<file path="config.mk">
export PLATFORM = sky130hd
export DESIGN_NAME = moving_sum
export DESIGN_NICKNAME = d
export VERILOG_FILES = /design/src/rtl/moving_sum_pkg.sv /design/src/rtl/moving_sum_window.sv /design/src/rtl/moving_sum.sv
export SDC_FILE = /design/constraint.sdc
export NUM_CORES = 1
export LEC_CHECK = 0
export ABC_CLOCK_PERIOD_IN_PS = 5100
export CAP_MARGIN = 20
export CORE_ASPECT_RATIO = 1.5
export CORE_UTILIZATION = 55
export DETAILED_ROUTE_END_ITERATION = 8
export GPL_TIMING_DRIVEN = 0
export PLACE_DENSITY = 0.85
export RECOVER_POWER = 100
export SETUP_SLACK_MARGIN = 0.2
export SYNTH_ARGS = -nofsm -noshare
export SYNTH_HDL_FRONTEND = slang
export SYNTH_HIERARCHICAL = 1
export SYNTH_SLANG_ARGS = --single-unit
</file>
<file path="constraint.sdc">
create_clock -name clk -period 5.1 [get_ports clk]
set_input_delay 1.02 -clock clk [delete_from_list [all_inputs] [get_ports clk]]
set_output_delay 1.02 -clock clk [all_outputs]
set_load 0.01 [all_outputs]
</file>
<file path="src/rtl/moving_sum_pkg.sv">
// moving_sum_pkg
// Shared constants for the moving_sum boxcar accumulator. A package cannot
// see module parameters, so the derived sizes are exposed as constant
// functions of the parameters and evaluated by each user at elaboration.
//   win_f(log2_win)      window depth WIN = 2**LOG2_WIN
//   acc_w_f(n, log2_win) accumulator/output width ACC_W = N + LOG2_WIN
//   cnt_w_f(log2_win)    fill counter width LOG2_WIN + 1 (must hold WIN itself)
package moving_sum_pkg;

    function automatic int win_f(input int log2_win);
        return 1 << log2_win;
    endfunction

    function automatic int acc_w_f(input int n, input int log2_win);
        return n + log2_win;
    endfunction

    function automatic int cnt_w_f(input int log2_win);
        return log2_win + 1;
    endfunction

endpackage

</file>
<file path="src/rtl/moving_sum_window.sv">
// moving_sum_window
// WIN-deep, N-bit shift register with asynchronous active-low reset,
// synchronous clear and enable. Entry 0 holds the newest sample and entry
// WIN-1 the oldest, which is the sample that leaves on the next accept.
// Ports:
//   clk     rising-edge clock
//   rst_n   asynchronous active-low reset, zeroes every entry
//   ce      shift in idata when high
//   clr     zero every entry (wins over ce)
//   idata   N-bit sample to shift in
//   oldest  N-bit entry accepted WIN enables earlier
module moving_sum_window
    import moving_sum_pkg::*;
#(
    parameter int N        = 8,
    parameter int LOG2_WIN = 3
) (
    input  logic         clk,
    input  logic         rst_n,
    input  logic         ce,
    input  logic         clr,
    input  logic [N-1:0] idata,
    output logic [N-1:0] oldest
);

    localparam int WIN = win_f(LOG2_WIN);

    logic [N-1:0] store [WIN];

    always_ff @(posedge clk or negedge rst_n) begin
        if (!rst_n) begin
            for (int i = 0; i < WIN; i++) store[i] <= '0;
        end else if (clr) begin
            for (int i = 0; i < WIN; i++) store[i] <= '0;
        end else if (ce) begin
            store[0] <= idata;
            for (int i = 1; i < WIN; i++) store[i] <= store[i-1];
        end
    end

    assign oldest = store[WIN-1];

endmodule

</file>
<file path="src/rtl/moving_sum.sv">
// moving_sum
// Streaming boxcar accumulator: keeps the exact sum of the last WIN accepted
// samples and presents it (raw sum, or truncating average when the
// MOVING_SUM_AVG_EN macro is defined) with a one-cycle valid strobe.
// Ports:
//   clk     rising-edge clock
//   rst_n   asynchronous active-low reset
//   ce      accept idata on this edge
//   clr     synchronous flush of window, sum, fill count and outputs
//   idata   N-bit unsigned sample
//   odata   N+LOG2_WIN-bit window sum or average, registered
//   ovalid  high for the cycle after an accept that left the window full
//   filled  level, WIN samples accepted since last reset/clr
// Build option: MOVING_SUM_AVG_EN selects odata = acc >> LOG2_WIN.
module moving_sum
    import moving_sum_pkg::*;
#(
    parameter int N        = 8,
    parameter int LOG2_WIN = 3
) (
    input  logic                    clk,
    input  logic                    rst_n,
    input  logic                    ce,
    input  logic                    clr,
    input  logic [N-1:0]            idata,
    output logic [N+LOG2_WIN-1:0]   odata,
    output logic                    ovalid,
    output logic                    filled
);

    localparam int WIN   = win_f(LOG2_WIN);
    localparam int ACC_W = acc_w_f(N, LOG2_WIN);
    localparam int CNT_W = cnt_w_f(LOG2_WIN);
    localparam logic [CNT_W-1:0] CNT_FULL = CNT_W'(WIN);

    logic [N-1:0]     oldest;
    logic [ACC_W-1:0] acc;
    logic [ACC_W-1:0] acc_next;
    logic [CNT_W-1:0] count;
    logic [CNT_W-1:0] count_next;

    function automatic logic [ACC_W-1:0] out_fn(input logic [ACC_W-1:0] sum);
`ifdef MOVING_SUM_AVG_EN
        return sum >> LOG2_WIN;
`else
        return sum;
`endif
    endfunction

    moving_sum_window #(
        .N        (N),
        .LOG2_WIN (LOG2_WIN)
    ) u_window (
        .clk    (clk),
        .rst_n  (rst_n),
        .ce     (ce),
        .clr    (clr),
        .idata  (idata),
        .oldest (oldest)
    );

    // acc + idata may exceed ACC_W transiently; the modular result after
    // subtracting oldest is still the exact window sum.
    always_comb begin
        acc_next   = acc + ACC_W'(idata) - ACC_W'(oldest);
        count_next = (count == CNT_FULL) ? count : count + 1'b1;
    end

    always_ff @(posedge clk or negedge rst_n) begin
        if (!rst_n) begin
            acc    <= '0;
            count  <= '0;
            odata  <= '0;
            ovalid <= 1'b0;
        end else if (clr) begin
            acc    <= '0;
            count  <= '0;
            odata  <= '0;
            ovalid <= 1'b0;
        end else if (ce) begin
            acc    <= acc_next;
            count  <= count_next;
            odata  <= out_fn(acc_next);
            ovalid <= (count_next == CNT_FULL);
        end else begin
            ovalid <= 1'b0;
        end
    end

    assign filled = (count == CNT_FULL);

endmodule

</file>
# Word-level counts from Yosys, hierarchy flattened
# Cells that the tools add are included.
[totals]
latchBits = 0
elab_cells = 26
memories = 0
out_inout_bits = 13
mem_bits_ro = 0
register_bits = 80
ramBits = 0
[classes]
mux = 9
shifts = 0
addsub = 3
eq_ne = 2
mul = 0
n_reduce_logical = 1
div = 0
order_cmp = 0
bitwise = 0
[op_table]
columns = ["cell", "n"]
rows = [
  ["two-way mux 64 bit", 2],
  ["two-way mux 11 bit", 2],
  ["two-way mux 4 bit", 3],
  ["adder 11 x 8 -> 11 bit", 1],
  ["subtractor 11 x 8 -> 11 bit", 1],
  ["equality test 4 bit, second input constant", 2],
  ["adder 4 x 1 -> 4 bit, second input constant", 1],
  ["two-way mux 1 bit", 2],
  ["nonzero test 2 bit", 1],
]

# Longest topological paths before layout
# Gate-level depths: netlist of the first run.
[depth]
depth_word = 5
depth_mapped = 12
depth_no_buf = 12

# Modules after synthesis
# Netlist of the first run, hierarchy kept.
[by_module_without_submodules]
columns = ["module", "n_inst", "cells_each", "area_each_um2"]
rows = [
  ["moving_sum_window", 1, 214, 2671.3],
  ["moving_sum", 1, 179, 1495.2],
]

# Least setup slack after synthesis of the first run
# Ideal clock, no wire load.
[synth_path]
path_type = "input-to-reg"
from = "input port idata[2]"
to = "register acc[6]"
t_required_ns = 4.965
cell_stages = 10
path_buffers = 0
arrival_time_ns = 2.940
setup_slack_ns = 2.025
cell_sequence = "inv_1 > fa_1 > inv_1 > ha_1 > nor2b_4 > o31a_4 > o21ai_1 > or3b_1 > nand4_1 > a21oi_1"
[synth_between]
elab_chain_cells = 4
[synth_rtl]
columns = ["item", "line", "source"]
rows = [
  ["start: declaration", "moving_sum.sv:25", "input logic [N-1:0] idata,"],
  ["adder 11 x 8 -> 11 bit", "moving_sum.sv:65", "acc_next = acc + ACC_W'(idata) - ACC_W'(oldest);"],
  ["subtractor 11 x 8 -> 11 bit", "moving_sum.sv:65", ""],
  ["two-way mux 11 bit", "moving_sum.sv:80", "end else if (ce) begin"],
  ["two-way mux 11 bit", "moving_sum.sv:75", "end else if (clr) begin"],
  ["end signal: assignment", "moving_sum.sv:81", "acc <= acc_next;"],
  ["end: declaration", "moving_sum.sv:37", "logic [ACC_W-1:0] acc;"],
]
# Every way passes these cells. The select of a mux whose other input is x is not followed.
# A chain may end at the register's enable or synchronous reset.

# Worst setup path after layout of the first run
[layout_path]
from = "input port idata[2]"
to = "register acc[10]"
# The elaborated chain is that of the path after synthesis.

==> results of run 1 <==
==> cells by family after synthesis <==
kind of cell    Yosys count  synth area share, %
xor+xnor                  5                 1.05
flops                    80                 48.0
mux                      69                 16.6
buf+inv                  64                 8.32
fa+ha+maj                21                 7.75
simple gates            117                 12.0
compound gates           37                 6.28
==> final timing paths <==
| path | depth (start not counted) | endpoint | slack (ns) |
|---|---|---|---|
| min reg2reg | 2 | u_window/store[25] | 0.52 |
| max | 11 | acc[10] | 1.42 |
| max reg2reg | 10 | acc[10] | 2.21 |
| min | 2 | u_window/store[25] | 0.52 |
| min in group asynchronous | 1 | u_window/store[23] | 0.99 |
| max in group asynchronous | 2 | u_window/store[44] | 3.18 |
==> tightest hold or removal path: cells and delay by family, from the launching register on <==
kind	cells	cell delay (ns)
mux	1	0.07
simple gates	1	0.08
flops	1	0.35
==> sequential cells by signal, summed over array words and instances, names as in the netlist <==
name             cells
u_window/store      56
acc                 11
u_window/oldest      8
count                4
ovalid               1
==> synthesized netlist by cell type, types with 3 or more instances <==
cell type	count
sky130_fd_sc_hd__a21oi_1	15
sky130_fd_sc_hd__buf_1	8
sky130_fd_sc_hd__buf_4	8
sky130_fd_sc_hd__buf_8	6
sky130_fd_sc_hd__clkbuf_1	3
sky130_fd_sc_hd__dfrtp_1	80
sky130_fd_sc_hd__fa_1	8
sky130_fd_sc_hd__ha_1	13
sky130_fd_sc_hd__inv_1	37
sky130_fd_sc_hd__mux2i_1	69
sky130_fd_sc_hd__nand2_1	13
sky130_fd_sc_hd__nand4_1	3
sky130_fd_sc_hd__nor2_1	84
sky130_fd_sc_hd__nor3_1	3
sky130_fd_sc_hd__o21ai_0	4
sky130_fd_sc_hd__xnor2_1	3
==> per-layer routing <==
layer  GRT usage, %  part of all wire [%]
met2           38.4                    53
met4           11.3                   2.5
met3           2.24                   2.6
met5              0                     0
met1           26.6                    42
==> stage by stage <==
step / instance area, um^2 / instances / total power [mW]
finish: 4670 / 533 / 1.70
global route: 4670 / 533 / 1.79
CTS: 4770 / 533 / 1.73
detailed placement: 4550 / 517 / 1.21
global placement: 4520 / 516 / 1.19
floorplan: 4170 / 393 / 1.06
==> cell type report <==
type	instances	area, um^2
Multi-Input combinational cell	249	1800
Buffer	27	133
Inverter	37	139
Tap cell	100	125
Clock buffer	11	141
Timing Repair Buffer	24	251
Clock inverter	5	80.1
Sequential cell	80	2000
Fill cell	606	2610
==> where the power goes <==
part	internal, mW	leakage [nW]	total [mW]	switching, mW
logic	0.210	1.18	0.481	0.272
clock network	0.288	0.106	0.517	0.229
registers	0.668	1.10	0.697	0.0292
total	1.17	2.39	1.70	0.530
==> out/qor.txt, run 1 <==
================================================================================
Status                                                              finished, final reports clean
Kind of capture point of the worst setup path                          flip-flop
Placement row count                                                           38
Launching instance or port of the critical path                         idata[2]
Final HPWL from detailed placement                                       5.77 mm
Number of setup violations in the final report                                 0
Number of hold buffers added after CTS                                         0
WP data required                                                         5.30 ns
Slew at the pin with the worst max-slew slack                            1.45 ns
Clock transition at path regs                                            0.08 ns
Number of port buffers                                                        23
EDFF count, synth                                                              0
Largest area contributor in the netlist                             sky130_fd_sc_hd__dfrtp_1
Count of pins on the block boundary                                           25
Worst slack at placement                                                 1.33 ns
Time the final worst path needs with I/O delays and setup                3.68 ns
Total Wirelength                                                         7.95 mm
Via density                                                                 5.37
Class of the tightest hold or removal check                              reg2reg
Pre-Repair DR Iteration Count                                                  7
Clock tree from TritonCTS                                                    yes
Largest net degree at the start of global routing                             57
Count of max-cap constraint violations                                         0
Post-CTS Setup Inserts                                                         0
GRT Total Usage                                                            22.1%
Mapped Avg Cell Area                                                   10.6 um^2
Hold wc startpoint                                                  u_window/store[33]
Floorplan Core Area                                                 0.00727 mm^2
Deepest clock path buffer count                                                2
Sinks on the clock net                                                        80
Tightest slew margin relative to the limit                                 3.37%
Largest fanout of any net on the critical path                                 4
Starting density of the core                                               57.3%
Avg WL per Cell                                                          14.9 um
Type of origin of the critical path                                    input pin
Proportion of layout cells with a drive suffix above 1                     6.47%
Max frequency                                                            272 MHz
Final Skew                                                            0.00752 ns
Synthesized netlist cell count                                               393
Most frequent cell on the critical path                             sky130_fd_sc_hd__inv_1
Synthesized flop and latch total                                              80
Clock network latency to the later pin of the worst-skew pair            0.35 ns
Crit path kind                                                            in2reg
Longest individual stage delay on the worst path                         0.56 ns
Vias in the first global route                                             2,782
Number of DRC markers after the initial detailed-route iteration             185
Leading post-synthesis cells by cell area                           sky130_fd_sc_hd__dfrtp_1, sky130_fd_sc_hd__mux2i_1, sky130_fd_sc_hd__nor2_1
Crit share post-route                                                      72.2%
Commonest non-fill, non-tap cells in the layout                     sky130_fd_sc_hd__nor2_1, sky130_fd_sc_hd__dfrtp_1, sky130_fd_sc_hd__mux2i_1, sky130_fd_sc_hd__inv_1
H-Tree Level Count                                                             3
Worst hold-check slack                                                  0.524 ns
RSZ-0062 raised after global routing                                       false
Delay-heaviest family, CP                                           compound AO/OA/AOI/OAI gates
Post-synthesis cell type count                                                42
Commonest non-fill, non-tap cell in the layout                      sky130_fd_sc_hd__nor2_1
Number of synthesis warnings                                                   6
Synthesis-to-layout area growth                                            12.0%
Async set or reset register ratio after synthesis                           100%
Fin util                                                                   64.2%
Buffer cell driving the clock tree root                             sky130_fd_sc_hd__clkbuf_8
Max-slew violation count                                                       0
Number of diodes added for antenna fixing                                      0
CP cell instances                                                   dlygate4sd3_1, inv_1, fa_1, inv_1, ha_1, nor2b_4, o31a_2, a21oi_1, nor2_1, a41oi_1, o2111ai_1
Final global-route overflow total                                              0
Power density over the cells                                         363 mW/mm^2
Signal arrival time at the worst endpoint                                3.88 ns
Number of hold violations in the final report                                  0
Global-route wire length before repair                                   13.0 mm
Total Die Area                                                      0.00793 mm^2
Total vias in the final route                                              2,860
Number of antenna violations at the first check in global routing              0
Post-synthesis sequential area ratio                                       48.0%
Bufs and invs on worst path                                                    3
Number of nets produced by synthesis                                         426
Height of the die                                                         109 um
Remaining DRCs                                                                 0
CTS buffer count                                                               9
Least setup slack across all paths after layout                          1.42 ns
Summed instance area of the synthesized netlist                     0.00417 mm^2
DRT antenna net count                                                          0
Global placer's final weighted congestion                                  0.872
Final nets                                                                   461
Post-synth top area share                                                  48.0%
Leak                                                                     2.39 nW
Synth Flop Type                                                     sky130_fd_sc_hd__dfrtp_1
Post-route setup TNS                                                        0 ns
Worst IR Drop VDD                                                       0.176 mV
Post-cts resize count                                                          0
Slowest library cell on the worst path                              sky130_fd_sc_hd__dlygate4sd3_1
Horizontal extent of the die                                             73.1 um
Worst reg2reg path startpoint                                       u_window/oldest[2]
================================================================================
Power figures use the tool's default switching activity.
==> run 2, diff against run 1 <==
- ABC_CLOCK_PERIOD_IN_PS: 5100 -> 3250
- CORE_UTILIZATION: 55 -> 54
- PLACE_DENSITY: 0.85 -> 0.86
- clock period: 5.1 -> 3.25 ns (I/O delays scaled with it)
==> run 2 against run 1 <==
Effect of this change:
- critical path depth is the same
- hold slack lost 0.090 ns
- sequential share of layout area grew 0.069 points
- design area shrank 0.16%
- count of clock-buffer cells in the layout is the same
- total power grew 54%
- clock skew shrank 0.0011 ns
- non-clock buffer count is the same
- die area grew 1.8%
- cell count is the same
- via count is essentially flat
- largest cell class unchanged
==> out/qor.txt, run 2 (synthesis results as in run 1) <==
==================================================================================
Status                                                                finished, final reports clean
Deepest clock path buffer count                                                  2   unchanged
Kind of capture point of the worst setup path                            flip-flop
Number of antenna violations at the first check in global routing                0   unchanged
Net switching power                                                         848 uW   +60%
Avg WL per Cell                                                            15.3 um   +2.7%
WP data required                                                           3.47 ns   -1.83 ns
Switching fraction of total power                                            32.4%   +1.2 points
Proportion of layout cells with a drive suffix above 1                       7.39%   +0.92 points
Final Cell Area                                                       0.00466 mm^2   -0.16%
Final HPWL from detailed placement                                         5.84 mm   +1.2%
Count of pins on the block boundary                                             25   unchanged
Sinks on the clock net                                                          80   unchanged
Least setup slack across all paths after layout                           0.231 ns   -1.19 ns
Clock transition at path regs                                              0.08 ns   about the same
Vias in the first global route                                               2,878   +3.5%
Crit path kind                                                              in2reg
RSZ-0062 raised after global routing                                          true
DRT antenna net count                                                            0   unchanged
Type of origin of the critical path                                      input pin
Power density over the cells                                           562 mW/mm^2   +55%
Starting density of the core                                                 56.5%   -0.74 points
Tightest slew margin relative to the limit                                   1.37%   -2.0 points
Commonest non-fill, non-tap cell in the layout                        sky130_fd_sc_hd__nor2_1
Clock network fraction of total power                                        27.8%   -2.7 points
Class of the tightest hold or removal check                               in2async
Largest reg by FF count                                               u_window/store
Crit share post-route                                                        92.9%
Placement row count                                                             38   unchanged
Clock tree from TritonCTS                                                      yes
Combinational cell fraction of total power                                   30.4%   +2.0 points
Power Internal                                                             1.77 mW   +52%
Total Wirelength                                                           8.16 mm   +2.7%
Delay-heaviest family, CP                                             compound AO/OA/AOI/OAI gates
Number of setup violations in the final report                                   0   unchanged
Flip-flop count of the largest register, all copies and words added             56   unchanged
Floorplan Core Area                                                   0.00737 mm^2   +1.3%
RR Endpoint                                                                acc[10]
Bufs and invs on worst path                                                      3   unchanged
Worst slack at placement                                                 -0.113 ns   -1.44 ns
Number of hold violations in the final report                                    0   unchanged
Most frequent cell on the critical path                               sky130_fd_sc_hd__inv_1
Pre-Repair DR Iteration Count                                                    5   -2
Global-route wire length before repair                                     13.3 mm   +2.3%
Clock network latency to the later pin of the worst-skew pair              0.35 ns   about the same
Number of DRC markers after the initial detailed-route iteration               202   +9.2%
Number of port buffers                                                          23   unchanged
Total vias in the final route                                                2,859   -0.035%
Remaining DRCs                                                                   0   unchanged
Number of diodes added for antenna fixing                                        0   unchanged
Global placer's final weighted congestion                                    0.845   -3.0%
Signal arrival time at the worst endpoint                                  3.24 ns   -0.64 ns
Worst R2R Setup Slack                                                      0.55 ns   -1.66 ns
Slew at the pin with the worst max-slew slack                              1.48 ns   +0.0300 ns
Largest net degree at the start of global routing                               63   +11%
Portion of total power attributed to sequential cells                        41.8%   +0.7 points
Post-CTS Setup Inserts                                                           0   unchanged
CP cell instances                                                     clkdlybuf4s50_1, inv_1, fa_1, inv_1, ha_4, nor2b_1, o31a_4, a21oi_2, nor2_1, a41oi_1, o2111ai_1
Count of max-cap constraint violations                                           0   unchanged
Worst reg2reg path startpoint                                         u_window/oldest[2]
H-Tree Level Count                                                               3   unchanged
Slowest library cell on the worst path                                sky130_fd_sc_hd__fa_1
CTS buffer count                                                                 9   unchanged
Final global-route overflow total                                                0   unchanged
GRT Total Usage                                                              22.2%   +0.19 points
Synthesis-to-layout area growth                                              11.8%
Time the final worst path needs with I/O delays and setup                  3.02 ns
Height of the die                                                           110 um   +0.90%
Leak                                                                       2.37 nW   -0.59%
Worst IR Drop VDD                                                         0.352 mV   +100%
Longest individual stage delay on the worst path                           0.54 ns   -0.02 ns
Total Die Area                                                        0.00808 mm^2   +1.8%
Commonest non-fill, non-tap cells in the layout                       sky130_fd_sc_hd__nor2_1, sky130_fd_sc_hd__dfrtp_1, sky130_fd_sc_hd__mux2i_1, sky130_fd_sc_hd__inv_1, sky130_fd_sc_hd__dlygate4sd3_1
Largest fanout of any net on the critical path                                   4   unchanged
Via density                                                                   5.36   about the same
Max-slew violation count                                                         0   unchanged
Buffer cell driving the clock tree root                               sky130_fd_sc_hd__clkbuf_8
Worst-case reg-to-reg path depth                                                10   unchanged
Cell Area, Placed                                                     0.00455 mm^2   unchanged
Final Skew                                                              0.00639 ns   -0.00113 ns
Final nets                                                                     461   unchanged
Max frequency                                                              331 MHz
Horizontal extent of the die                                               73.7 um   +0.90%
==================================================================================
==> run 2: changes by cell type in the layout (fill, tap and decap cells not counted), sizes merged <==
cell	change
clkinv	+2
buf	-1
bufinv	-1
clkbuf	+1
clkdlybuf4s50	+1
clkinvlp	-1
dlygate4sd3	-1
==> run 2: how the worst max path moves through the flow <==
| stage | startpoint | end | cells after the start |
|---|---|---|---|
| global route | idata[1] | acc[9] | 11 |
| global placement | rst_n | u_window/store[48] | 1 |
| detailed placement | idata[2] | acc[10] | 11 |
| CTS | idata[2] | acc[10] | 11 |
| floorplan | idata[2] | acc[6] | 10 |
| finish | idata[2] | acc[10] | 11 |
==> run 2: timing repair <==
action | CTS | global route
resized for setup | 0 | 4
endpoints found under the hold margin | 0 | 0
setup endpoints to repair | 0 | 4
hold buffers | 0 | 0
==> run 2: per-stage QoR <==
stage,utilization [%],power [mW],setup TNS (ns),cells,hold slack [ns]
3_3_place_gp,61.4,1.87,-87.47,516,0.499
3_5_place_dp,61.7,1.90,-0.278,517,0.509
2_1_floorplan,-,1.67,0,393,0.354
5_1_grt,63.2,2.77,0,533,0.522
4_1_cts,64.4,2.63,0,533,0.168
6_report,63.2,2.62,0,533,0.434
==> run 2: layout make-up <==
type / instances / area, um^2
Clock inverter: 5 / 56.3
Fill cell: 586 / 2710
Clock buffer: 11 / 141
Tap cell: 100 / 125
Sequential cell: 80 / 2000
Multi-Input combinational cell: 249 / 1830
Inverter: 37 / 139
Timing Repair Buffer: 24 / 229
Buffer: 27 / 133
==> run 2: layer usage <==
| layer | GRT usage, % | up-vias | part of all wire (%) |
|---|---|---|---|
| met2 | 39.1 | 71 | 53 |
| met4 | 11.8 | 0 | 3.2 |
| met3 | 4.31 | 22 | 3.8 |
| met1 | 25.1 | 1404 | 40 |
| met5 | 0 | - | 0 |
| li1 | - | 1362 | - |
==> run 2: worst reg2reg max path, cell delays in order, from the launching register on <==
cell and delay (ns):
sky130_fd_sc_hd__dfrtp_1 0.43, sky130_fd_sc_hd__buf_4 0.15, sky130_fd_sc_hd__fa_1 0.48, sky130_fd_sc_hd__inv_1 0.07, sky130_fd_sc_hd__ha_4 0.25, sky130_fd_sc_hd__nor2b_1 0.17
sky130_fd_sc_hd__o31a_4 0.32, sky130_fd_sc_hd__a21oi_2 0.24, sky130_fd_sc_hd__nor2_1 0.09, sky130_fd_sc_hd__a41oi_1 0.22, sky130_fd_sc_hd__o2111ai_1 0.15
==> run 2: power groups by stage <==
stage / Clock, mW / Combinational [mW] / Sequential [mW]
after global routing: 0.788 / 0.884 / 1.10
after detailed placement: 0 / 0.787 / 1.11
after global placement: 0 / 0.756 / 1.11
after CTS: 0.738 / 0.802 / 1.09
after floorplan: 0 / 0.548 / 1.12
final: 0.727 / 0.796 / 1.09
==> run 3, diff against run 2 <==
- CORE_UTILIZATION: 54 -> 25
- PLACE_DENSITY: 0.86 -> 0.52
- SLEW_MARGIN: not set -> 20
==> run 3 against run 2 <==
Effect of this change:
- the flow now finishes with violations (max-capacitance violations, max-slew violations)
- die area is 110% higher
- global-route usage fell by 11 points
- hold slack better by 0.086 ns
- sequential power is essentially flat
- setup slack gained 0.049 ns
- core utilization is 33 points lower
- non-clock buffer count unchanged
- total power grew 16%
- critical endpoint is now acc[8]
- largest power group is now clock
==> out/qor.txt, run 3 (synthesis results as in run 1) <==
==================================================================================
Worst slack at placement                                                 -0.128 ns   -0.0151 ns
Class of the tightest hold or removal check                                reg2reg
Final total power                                                          3.03 mW   +16%
Count of max-cap constraint violations                                           1   +1
Final nets                                                                     461   unchanged
Tightest slew margin relative to the limit                                  -27.8%   -29 points
Buffer cell driving the clock tree root                               sky130_fd_sc_hd__clkbuf_16
Crit share post-route                                                        91.4%   -1.5 points
Kind of capture point of the worst setup path                            flip-flop
Final Skew                                                              0.00357 ns   -0.00283 ns
CTS buffer count                                                                 9   unchanged
Crit path kind                                                              in2reg
Failing checks                                                        max-capacitance violations, max-slew violations
Number of setup violations in the final report                                   0   unchanged
Largest fanout of any net on the critical path                                   4   unchanged
Avg WL per Cell                                                            13.2 um   -14%
Final HPWL from detailed placement                                         6.39 mm   +9.5%
Clock transition at path regs                                              0.06 ns   -0.02 ns
Largest reg by FF count                                               u_window/store
DRT antenna net count                                                            0   unchanged
Number of diodes added for antenna fixing                                        0   unchanged
Worst IR Drop VDD                                                         0.259 mV   -26%
Placement row count                                                             57   +50%
Deepest clock path buffer count                                                  2   unchanged
Number of port buffers                                                          23   unchanged
Total Die Area                                                         0.0172 mm^2   +110%
Clock tree from TritonCTS                                                      yes
Final global-route overflow total                                                0   unchanged
Proportion of layout cells with a drive suffix above 1                       7.66%   +0.27 points
Slew at the pin with the worst max-slew slack                              1.92 ns   +0.438 ns
Pre-Repair DR Iteration Count                                                    4   -1
Horizontal extent of the die                                                107 um   +46%
Count of pins on the block boundary                                             25   unchanged
Number of antenna violations at the first check in global routing                0   unchanged
Commonest non-fill, non-tap cells in the layout                       sky130_fd_sc_hd__nor2_1, sky130_fd_sc_hd__dfrtp_1, sky130_fd_sc_hd__mux2i_1, sky130_fd_sc_hd__inv_1, sky130_fd_sc_hd__dlygate4sd3_1
Highest-utilization routing layer at the global route stage                   met2
GRT Total Usage                                                              11.2%   -11 points
Type of origin of the critical path                                      input pin
Flip-flop count of the largest register, all copies and words added             56   unchanged
Total vias in the final route                                                2,750   -3.8%
WP data required                                                           3.48 ns   about the same
Synthesis-to-layout area growth                                              19.1%
Number of DRC markers after the initial detailed-route iteration               114   -44%
Least setup slack across all paths after layout                           0.280 ns   +0.0493 ns
Height of the die                                                           160 um   +46%
Clock network latency to the later pin of the worst-skew pair              0.33 ns   -0.02 ns
Sinks on the clock net                                                          80   unchanged
GR Util met3                                                                 2.61%   -1.7 points
Time the final worst path needs with I/O delays and setup                  2.97 ns   -0.0493 ns
Via density                                                                   4.32   -20%
Max frequency                                                              337 MHz   +1.7%
Signal arrival time at the worst endpoint                                  3.20 ns   -0.04 ns
Status                                                                complete, but fails checks
Number of hold violations in the final report                                    0   unchanged
Largest net degree at the start of global routing                               49   -22%
Global Route met1 Usage                                                      13.4%   -12 points
Vias in the first global route                                               2,918   +1.4%
Leak                                                                       2.45 nW   +3.2%
Global placer's final weighted congestion                                    0.767   -9.3%
Floorplan Core Area                                                    0.0163 mm^2   +120%
H-Tree Level Count                                                               3   unchanged
RSZ-0062 raised after global routing                                         false
Global-route wire length before repair                                     14.7 mm   +11%
Total Wirelength                                                           8.43 mm   +3.2%
Starting density of the core                                                 25.6%   -31 points
Commonest non-fill, non-tap cell in the layout                        sky130_fd_sc_hd__nor2_1
Max-slew violation count                                                        33   +33
Met2 Usage GRT                                                               18.4%   -21 points
Power density over the cells                                           610 mW/mm^2   +8.7%
Remaining DRCs                                                                   0   unchanged
==================================================================================
[run 3: cell count changes in the layout (fill, tap and decap cells not counted), sizes merged]
cell           change
clkdlybuf4s50      -1
buf                +1
clkinv             -2
clkinvlp           -1
dlymetal6s2s       +1
clkbuf             -2
bufinv             +2
[run 3: cell type report]
cell class | count | area, um^2
multi-input cells | 249 | 1850
inverters | 37 | 139
clock inverters | 4 | 95.1
flip-flops and latches | 80 | 2000
fillers | 1688 | 11300
well taps | 206 | 258
repair buffers | 24 | 254
clock buffers | 10 | 229
plain buffers | 27 | 133
[run 3: layer usage]
metal | part of all wire, % | routed length [um]
met1 | 43 | 3630
met2 | 50 | 4220
met3 | 2.9 | 246
met4 | 3.9 | 331
met5 | 0 | 0
[run 3: through the flow]
step | cell area [um^2] | utilization [%] | hold slack [ns] | instances | TNS, ns
2_1_floorplan | 4170 | - | 0.354 | 393 | 0
6_report | 4960 | 30.5 | 0.520 | 637 | 0
5_1_grt | 4960 | 30.5 | 0.540 | 637 | 0
3_3_place_gp | 4650 | 28.6 | 0.501 | 622 | -108.48
3_5_place_dp | 4680 | 28.8 | 0.510 | 623 | -0.457
4_1_cts | 5000 | 30.8 | 0.279 | 637 | 0
[run 3: repair_timing]
item	in CTS	in global routing
resized for setup	0	7
endpoints found under the setup margin	0	4
setup buffers	0	0
hold buffers	0	0
hold endpoints to repair	0	0
[run 3: final timing paths]
| kind | from | endpoint | slack, ns | cells past startpoint |
|---|---|---|---|---|
| max reg2reg | u_window/oldest[2] | acc[6] | 0.68 | 10 |
| max in group asynchronous | rst_n | count[1] | 1.30 | 1 |
| min | u_window/store[24] | u_window/store[24] | 0.52 | 2 |
| max | idata[1] | acc[8] | 0.28 | 10 |
| min reg2reg | u_window/store[24] | u_window/store[24] | 0.52 | 2 |
| min in group asynchronous | rst_n | u_window/store[31] | 0.85 | 1 |
[run 3: power by group]
group,leakage [nW],total (mW),internal (mW),switching [mW]
sequential,1.10,1.09,1.05,0.0440
clock,0.158,1.12,0.741,0.381
combinational,1.19,0.811,0.363,0.449
[run 3: critical path, stage by stage]
cell and delay, ns:
sky130_fd_sc_hd__dlygate4sd3_1 0.56, sky130_fd_sc_hd__inv_1 0.07, sky130_fd_sc_hd__fa_1 0.52, sky130_fd_sc_hd__fa_1 0.46, sky130_fd_sc_hd__nor2b_1 0.22, sky130_fd_sc_hd__o31a_4 0.20
sky130_fd_sc_hd__o21bai_4 0.07, sky130_fd_sc_hd__a21boi_2 0.15, sky130_fd_sc_hd__nor3_1 0.06, sky130_fd_sc_hd__o32ai_1 0.23
